[src/rtl/regloop.sv]
// regloop: loop-index register with programmable step, bound and wrap/saturate handling
// Ports:
//   clock, rst                 rising-edge clock, synchronous active-high reset
//   write_en, datain           load dataout from datain (lowest priority)
//   inc_en, dec_en, step       step up/down by step (0 means 1); both together hold
//   lim_en                     load limit from datain, independent of dataout priority
//   dataout, limit             registered index and bound
//   at_limit, at_zero          combinational compares on dataout
//   wrap, ovf                  one-cycle bound-crossing pulse, sticky overflow record
module regloop #(
    parameter int WIDTH    = 16,
    parameter bit SAT_MODE = 1'b0
) (
    input  logic             clock,
    input  logic             rst,
    input  logic             write_en,
    input  logic [WIDTH-1:0] datain,
    input  logic             inc_en,
    input  logic             dec_en,
    input  logic [WIDTH-1:0] step,
    input  logic             lim_en,
    output logic [WIDTH-1:0] dataout,
    output logic [WIDTH-1:0] limit,
    output logic             at_limit,
    output logic             at_zero,
    output logic             wrap,
    output logic             ovf
);
    logic [WIDTH-1:0] data_q, data_d, lim_q, lim_d;
    logic             wrap_q, wrap_d, ovf_q, ovf_d;
    logic [WIDTH:0]   s, up_sum;
    logic             up, dn, ld, up_cross, dn_cross;

    always_comb begin
        s        = {1'b0, step} | (WIDTH+1)'(step == '0);
        up_sum   = {1'b0, data_q} + s;
        up       = inc_en & ~dec_en;
        dn       = dec_en & ~inc_en;
        ld       = write_en & ~inc_en & ~dec_en;
        // sums are compared at WIDTH+1 bits so a carry out counts as a crossing
        up_cross = up_sum > {1'b0, lim_q};
        dn_cross = s > {1'b0, data_q};
        data_d   = up ? (up_cross ? (SAT_MODE ? lim_q : '0) : up_sum[WIDTH-1:0]) :
                   dn ? (dn_cross ? (SAT_MODE ? '0 : lim_q) : data_q - s[WIDTH-1:0]) :
                   ld ? datain : data_q;
        wrap_d   = (up & up_cross) | (dn & dn_cross);
        ovf_d    = wrap_d | (ovf_q & ~ld);
        lim_d    = lim_en ? datain : lim_q;
    end

    always_ff @(posedge clock) begin
        if (rst) begin
            data_q <= '0;
            lim_q  <= '1;
            wrap_q <= 1'b0;
            ovf_q  <= 1'b0;
        end else begin
            data_q <= data_d;
            lim_q  <= lim_d;
            wrap_q <= wrap_d;
            ovf_q  <= ovf_d;
        end
    end

    assign dataout  = data_q;
    assign limit    = lim_q;
    assign at_limit = data_q == lim_q;
    assign at_zero  = data_q == '0;
    assign wrap     = wrap_q;
    assign ovf      = ovf_q;
endmodule

[config.mk]
export PLATFORM = sky130hd
export DESIGN_NAME = regloop
export DESIGN_NICKNAME = d
export VERILOG_FILES = /design/src/rtl/regloop.sv
export SDC_FILE = /design/constraint.sdc
export NUM_CORES = 1
export LEC_CHECK = 0
export BUFFER_PORTS_ARGS = -buffer_cell sky130_fd_sc_hd__buf_4
export CAP_MARGIN = 15
export CELL_PAD_IN_SITES_DETAIL_PLACEMENT = 1
export CELL_PAD_IN_SITES_GLOBAL_PLACEMENT = 2
export CORE_ASPECT_RATIO = 0.7
export CORE_MARGIN = 3
export CORE_UTILIZATION = 29
export DETAILED_ROUTE_END_ITERATION = 8
export PLACE_DENSITY = 0.8
export SLEW_MARGIN = 30
export SYNTH_ARGS = -nofsm -noshare
export SYNTH_HDL_FRONTEND = slang
export SYNTH_SLANG_ARGS = --single-unit
[constraint.sdc]
create_clock -name clock -period 3.95 [get_ports clock]
set_input_delay 0 -clock clock [delete_from_list [all_inputs] [get_ports clock]]
set_output_delay 0 -clock clock [all_outputs]
set_load 0.05 [all_outputs]
==> flow_summary_export.csv, run 1 <==
group,metric,value,unit
status,status,"finished, violations left",
status,violations,"setup timing",
synthesis,syn-cell-area,3920,sq um
timing,finalSetupViolations,5,
clocking,cts_buffer_depth,2,
die,die_x,145,um
critical_path,worstPathMaxFanout,8,
final_layout,final_area,6260,sq um
grt,grt_pass1_vias,4949,
clocking,clock_sinks,34,
synthesis,yosys-top-cells-count,"50 x ha_1, 49 x inv_1, 47 x nor2_1",
synthesis,synth_cell_type_count,64,
final_layout,area_growth,59.7,%
die,core-area,12800,sq um
clocking,clk_pin_slew_worst_paths,0.06,ns
timing,fin_crit,3.99,ns
grt,antenna_found_initial,0,
synthesis,synth-seq-area-share,17.4,%
clocking,htree_levels,2,
critical_path,critPathLaunch,"step[11]",
critical_path,r2r-start,"dataout[9]",
critical_path,critPathBufInv,5,
pwr,power,2.36,mW
critical_path,cp_slowest_cell,"o31a_1",
final_layout,drive_gt1_share,39.0,%
final_layout,layout.nets,777,
critical_path,path_depth,24,
synthesis,synthFlopType,"dfxtp_1",
placed_design,portBuffers,73,
pwr,ir_drop,0.173,mV
route,drt-initial-drc-count,304,
grt,grt_max_degree,32,
synthesis,synth-seq-cells,34,
timing,setup_slack,-0.0402,ns
synthesis,netlist_instances,514,
critical_path,rrSetupSlack,-0.04,ns
synthesis,synth_top_area_cell,"dfxtp_1",
timing,drv_slew,0,
critical_path,crit_type,"in2reg",
clocking,clk_latency,0.28,ns
placed_design,place_area,5240,sq um
timing,slew_headroom,42.1,%
critical_path,crit_family,"compound AO/OA/AOI/OAI gates",
timing,fin_crit_sh,101,%
clocking,clockRootBuffer,"clkbuf_16",
die,initial_core_util,30.6,%
critical_path,endpoint,"dataout[7]",
timing,clock_skew,0.00631,ns
placed_design,place_hpwl,14200,um
synthesis,syn_avg_cell_area,7.62,sq um
critical_path,max_stage_delay,0.29,ns
critical_path,worstRegToRegCells,19,
synthesis,synth.most_common_cell,"ha_1",
timing,rsz0062_at_grt,"yes",
critical_path,endpoint_kind,"flip-flop",
synthesis,yosys-top-cells-area,"dfxtp_1 17%, ha_1 16%, xnor2_1 6.9%",
critical_path,critPathLaunchType,"input pin",
route,drt-wirelength-per-cell,21.5,um
final_layout,num_antenna_cells,0,
synthesis,synth_top_area_share,17.4,%
clocking,cts_tree,"done",
synthesis,syn_nets,604,
run,cap_viol_max_count,0,
grt,track_usage,24.2,%
min_path,hold_class,"in2reg",
route,viasPerCell,5.43,
route,dr_total_vias,4713,
die,die_area,15000,sq um
placed_design,routabilityCongestion,0.969,
route,dr.pass1.iters,4,
pwr,p_per_area,377,nW/um^2
synthesis,synth_edf_count,0,
timing,hold_violations,0,
route,drcViolationCount,0,
grt,grt_pass1_wl,27900,um
critical_path,cp.arrival,4.17,ns
critical_path,path_cells,"buf_4 > nor4_4 > buf_4 > a41o_4 > ha_4 > fa_2 > nand2b_1 > a221oi_2 > o22ai_2 > o221ai_2 > buf_6 > nor2_4 > xnor2_4 > ha_4 > buf_6 > a21oi_2 > nor2b_1 > o31a_1 > o21a_1 > o21ai_2 > and4_4 > buf_12 > a221oi_2 > a211oi_2",
final_layout,seqCellArea,712,sq um
critical_path,r2r_end,"dataout[7]",
critical_path,cp.required,4.13,ns
die,rows,34,
route,wl,18700,um
synthesis,yosysWarningCount,0,
synthesis,ys_async_sr_fraction,0,%
timing,worstMarginPinSlew,0.865,ns
die,die_h,103,um
final_layout,multi_input_area,3440,sq um
clocking,cts_buffers,5,
grt,grt_overflow,0,
route,drt.antenna.violating_nets,0,
die,ios,74,
timing,fmax,251,MHz
final_layout,nFillCells,1517,
pwr,p_leak,2.84,nW
[cell usage in the layout, fill, tap and decap left out, types with 5 or more instances in the layout]
| cell type | instances |
|---|---|
| a211oi_1 | 11 |
| a211oi_2 | 10 |
| a21o_1 | 6 |
| a21oi_1 | 19 |
| a21oi_2 | 5 |
| a221oi_1 | 5 |
| buf_4 | 170 |
| buf_6 | 6 |
| clkbuf_16 | 5 |
| dfxtp_1 | 23 |
| dfxtp_4 | 7 |
| dlygate4sd3_1 | 16 |
| ha_1 | 43 |
| ha_4 | 6 |
| inv_1 | 49 |
| mux2i_1 | 7 |
| nand2_1 | 38 |
| nand2b_1 | 6 |
| nand3_1 | 6 |
| nand4_1 | 9 |
| nor2_1 | 43 |
| nor2b_1 | 5 |
| nor3_1 | 9 |
| nor3b_1 | 5 |
| nor4_1 | 6 |
| o211ai_1 | 19 |
| o21ai_0 | 16 |
| o21bai_1 | 5 |
| xnor2_1 | 27 |
[layer usage]
layer | share of wire, % | track usage, %
met1 | 49 | 36.6
met2 | 44 | 37.0
met3 | 5.8 | 2.57
met4 | 1.2 | 4.95
met5 | 0 | 0
[report_power, final]
part           leakage [nW]  switching, mW  internal (mW)  total [mW]
registers             0.288         0.0483          0.382       0.431
logic                  2.48          0.882          0.654        1.54
clock network        0.0652          0.154          0.235       0.389
total                  2.84           1.08           1.27        2.36
[kinds of logic after synthesis]
logic type	Yosys count	synth area share [%]
AND/OR/NAND/NOR	157	19.8
AO/OA/AOI/OAI	149	27.6
buffers and inverters	80	8.53
adder cells (fa/ha/maj)	52	17.0
XOR/XNOR	35	7.83
flip-flops	34	17.4
multiplexers	7	1.79
[sequential cells by signal (all words and copies together) (netlist names)]
name,flops
limit,16
dataout,16
wrap,1
ovf,1
[cell type report]
type                    instances  area share (%)
flip-flops and latches         34            11.4
well taps                     180            3.60
clock buffers                   8            2.18
repair buffers                195            24.8
multi-input cells             400            54.9
inverters                      51            3.08
[stage by stage]
stage,utilization [%],TNS [ns],cells,hold WS (ns),worst slack (ns)
final,48.9,-0.125,868,0.0805,-0.0402
after global routing,48.9,-1.97,868,0.0926,-0.206
after CTS,45.7,-0.0362,858,0.0712,-0.0191
after floorplan,-,0,514,0.126,0.00920
after detailed placement,41.0,-9.29,820,0.235,-0.629
after global placement,41.0,-6.45,820,0.229,-0.529
[repair_timing]
action | 4_1_cts | 5_1_grt
pin swaps | 32 | 47
hold endpoints to repair | 16 | 0
buffers inserted | 14 | 13
gates resized for setup | 37 | 53
hold buffers | 16 | 0
endpoints found under the setup margin | 18 | 18
[how the worst min path moves through the flow]
stage | from | to | slack [ns] | cells past startpoint
after floorplan | datain[15] | limit[15] | 0.13 | 2
after global placement | datain[12] | limit[12] | 0.23 | 3
after detailed placement | datain[5] | limit[5] | 0.23 | 3
after global routing | rst | dataout[0] | 0.09 | 2
final | rst | wrap | 0.08 | 2
after CTS | rst | wrap | 0.07 | 2
Note: power is estimated with default switching activity, not from simulation.
==> run 2, diff against run 1 <==
--- a/config.mk
+++ b/config.mk
@@ -5,15 +5,16 @@
 export SDC_FILE = /design/constraint.sdc
 export NUM_CORES = 1
 export LEC_CHECK = 0
+export ABC_AREA = 1
 export BUFFER_PORTS_ARGS = -buffer_cell sky130_fd_sc_hd__buf_4
 export CAP_MARGIN = 15
 export CELL_PAD_IN_SITES_DETAIL_PLACEMENT = 1
 export CELL_PAD_IN_SITES_GLOBAL_PLACEMENT = 2
 export CORE_ASPECT_RATIO = 0.7
 export CORE_MARGIN = 3
-export CORE_UTILIZATION = 29
+export CORE_UTILIZATION = 27
 export DETAILED_ROUTE_END_ITERATION = 8
-export PLACE_DENSITY = 0.8
+export PLACE_DENSITY = 0.88
 export SLEW_MARGIN = 30
 export SYNTH_ARGS = -nofsm -noshare
 export SYNTH_HDL_FRONTEND = slang
==> run 2 against run 1 <==
Effect of this change:
- the flow now finishes without violations
- critical endpoint is now dataout[4]
- worst hold slack got worse by 0.0091 ns
- area after synthesis increased by 18%
- critical path depth decreased by 7
- total power decreased by 14%
- core utilization decreased by 14 points
==> flow_summary_export.csv, run 2 <==
group,metric,value,unit
final_layout,final_cell_mix,"228 x nand2_1, 157 x inv_1, 94 x buf_4, 63 x nor2_1, 61 x nand3_1",
critical_path,worstPathMaxFanout,8,
critical_path,crit_type,"reg2reg",
pwr,ir_drop,0.151,mV
grt,grt_pass1_wl,31000,um
synthesis,yosys-top-cells-count,"230 x nand2_1, 157 x inv_1, 63 x nor2_1",
synthesis,synth_cell_type_count,38,
clocking,post_cts_buffers,0,
route,drt-wirelength-per-cell,17.5,um
pwr,p_per_area,351,nW/um^2
final_layout,nFillCells,2213,
critical_path,cp.required,4.18,ns
clocking,clk_pin_slew_worst_paths,0.06,ns
grt,grt_pass1_vias,5387,
die,rows,39,
synthesis,netlist_instances,808,
synthesis,ys_async_sr_fraction,0,%
timing,fin_crit,3.50,ns
grt,grt_max_degree,33,
timing,finalSetupViolations,0,
route,viasPerCell,4.84,
synthesis,synthFlopType,"dfxtp_1",
final_layout,fin_util,34.8,%
synthesis,synth-seq-cells,34,
placed_design,routabilityCongestion,0.908,
grt,track_usage,21.3,%
die,die_h,115,um
clocking,clockRootBuffer,"clkbuf_16",
grt,antenna_found_initial,0,
route,wl,19700,um
die,die_x,162,um
critical_path,crit_family,"simple AND/OR/NAND/NOR gates",
synthesis,syn_nets,898,
route,drcViolationCount,0,
clocking,htree_levels,2,
pwr,p_leak,3.32,nW
timing,slew_headroom,50.7,%
synthesis,synth_top_area_cell,"nand2_1",
critical_path,max_stage_delay,0.44,ns
critical_path,endpoint_kind,"flip-flop",
critical_path,critPathBufInv,2,
timing,rsz0062_at_grt,"no",
critical_path,critPathLaunchType,"flip-flop",
clocking,clk_latency,0.29,ns
status,status,"finished, final reports clean",
critical_path,cp_slowest_cell,"fa_1",
synthesis,syn-cell-area,4620,sq um
grt,grt_overflow,0,
min_path,hold_class,"in2reg",
die,ios,74,
route,drt.antenna.violating_nets,0,
synthesis,yosysWarningCount,0,
synthesis,syn_avg_cell_area,5.71,sq um
die,die_area,18700,sq um
final_layout,layout.nets,989,
route,dr.pass1.iters,5,
timing,clock_skew,0.00492,ns
die,initial_core_util,27.9,%
placed_design,portBuffers,73,
final_layout,final_common_cell,"nand2_1",
final_layout,num_antenna_cells,0,
critical_path,path_cells,"ha_1 > fa_1 > nand4_1 > nand3b_1 > nand2_1 > nand3_1 > and2_1 > ha_1 > nand2_1 > nor3_1 > nand4_1 > nand2_2 > buf_4 > nand4_1 > nand3_1 > nand2_1 > inv_1",
timing,fmax,286,MHz
route,drt-initial-drc-count,376,
synthesis,synth_top_area_share,18.7,%
timing,fin_crit_sh,88.6,%
clocking,clock_sinks,34,
timing,whs,0.0714,ns
placed_design,place_hpwl,16300,um
synthesis,synth-seq-area-share,14.7,%
die,core-area,16500,sq um
clocking,cts_tree,"done",
final_layout,drive_gt1_share,13.1,%
clocking,cts_buffers,5,
timing,worstMarginPinSlew,0.738,ns
synthesis,yosys-top-cells-area,"nand2_1 19%, dfxtp_1 15%, ha_1 14%",
synthesis,synth_edf_count,0,
final_layout,area_growth,24.9,%
synthesis,synth.most_common_cell,"nand2_1",
clocking,cts_buffer_depth,2,
run,cap_viol_max_count,0,
timing,hold_violations,0,
timing,fin_tns_setup,0,ns
timing,drv_slew,0,
route,dr_total_vias,5435,
critical_path,cp.arrival,3.73,ns
==> run 2: cell types whose count changed in the layout (fill, tap and decap cells not counted), sizes merged, moves of 15 or more <==
| cell | delta |
|---|---|
| a211oi | -22 |
| a21oi | +24 |
| inv | +109 |
| nand3 | +54 |
| o211ai | -18 |
| nand2 | +195 |
| nor2 | +18 |
| buf | -85 |
| xnor2 | -19 |
| nand4 | +15 |
| o21ai | +26 |
==> run 2: cells by family after synthesis <==
logic type	share of synthesized area [%]
AND/OR/NAND/NOR	38.1
buffers and inverters	16.0
AO/OA/AOI/OAI	12.2
adder cells (fa/ha/maj)	14.4
flip-flops	14.7
XOR/XNOR	4.55
==> run 2: where the power goes <==
part           switching, mW  internal (mW)  total [mW]
Sequential            0.0482          0.379       0.427
Clock                  0.160          0.228       0.387
Combinational          0.811          0.396        1.21
==> run 2: area by class of cell <==
cell class	instances	area (sq um)	share of cell area, %
Multi-Input combinational cell	589	3200	55.6
Timing Repair Buffer	110	866	15.0
Sequential cell	34	682	11.8
Inverter	159	597	10.4
Tap cell	225	282	4.88
Clock buffer	5	125	2.17
Clock inverter	2	10.0	0.174
==> run 2: routing by layer <==
metal	GRT usage, %	routed length (um)
met5	0	0
met3	2.81	1010
met1	32.9	10500
met2	31.5	7900
met4	3.86	305
==> run 2: path summary, 6_finish.rpt <==
path | cells after the start | endpoint | from | slack (ns)
max | 17 | dataout[4] | dataout[0] | 0.45
min | 2 | wrap | rst | 0.07
max reg2reg | 17 | dataout[4] | dataout[0] | 0.45
min reg2reg | 2 | ovf | ovf | 0.48
==> run 2: worst register-to-register path: stages, from the launching register on <==
cell and delay (ns):
dfxtp_1 0.40, ha_1 0.31, fa_1 0.44, nand4_1 0.12, nand3b_1 0.16, nand2_1 0.14
nand3_1 0.11, and2_1 0.20, ha_1 0.30, nand2_1 0.07, nor3_1 0.27, nand4_1 0.20
nand2_2 0.21, buf_4 0.19, nand4_1 0.09, nand3_1 0.11, nand2_1 0.07, inv_1 0.06
==> run 2: stage by stage <==
step | std cells | total power [mW] | area, sq um | setup slack [ns]
finish | 1124 | 2.02 | 5760 | 0.449
global route | 1124 | 2.18 | 5760 | 0.0989
CTS | 1124 | 2.02 | 5760 | 0.338
detailed placement | 1101 | 1.61 | 5460 | 0.194
global placement | 1101 | 1.60 | 5460 | 0.371
floorplan | 808 | 1.21 | 4620 | 0.728
==> run 2: what timing repair did <==
item                                    CTS  global route
hold buffers                             16             0
resized for setup                         0             2
endpoints found under the hold margin    16             0
endpoints found under the setup margin    0             8
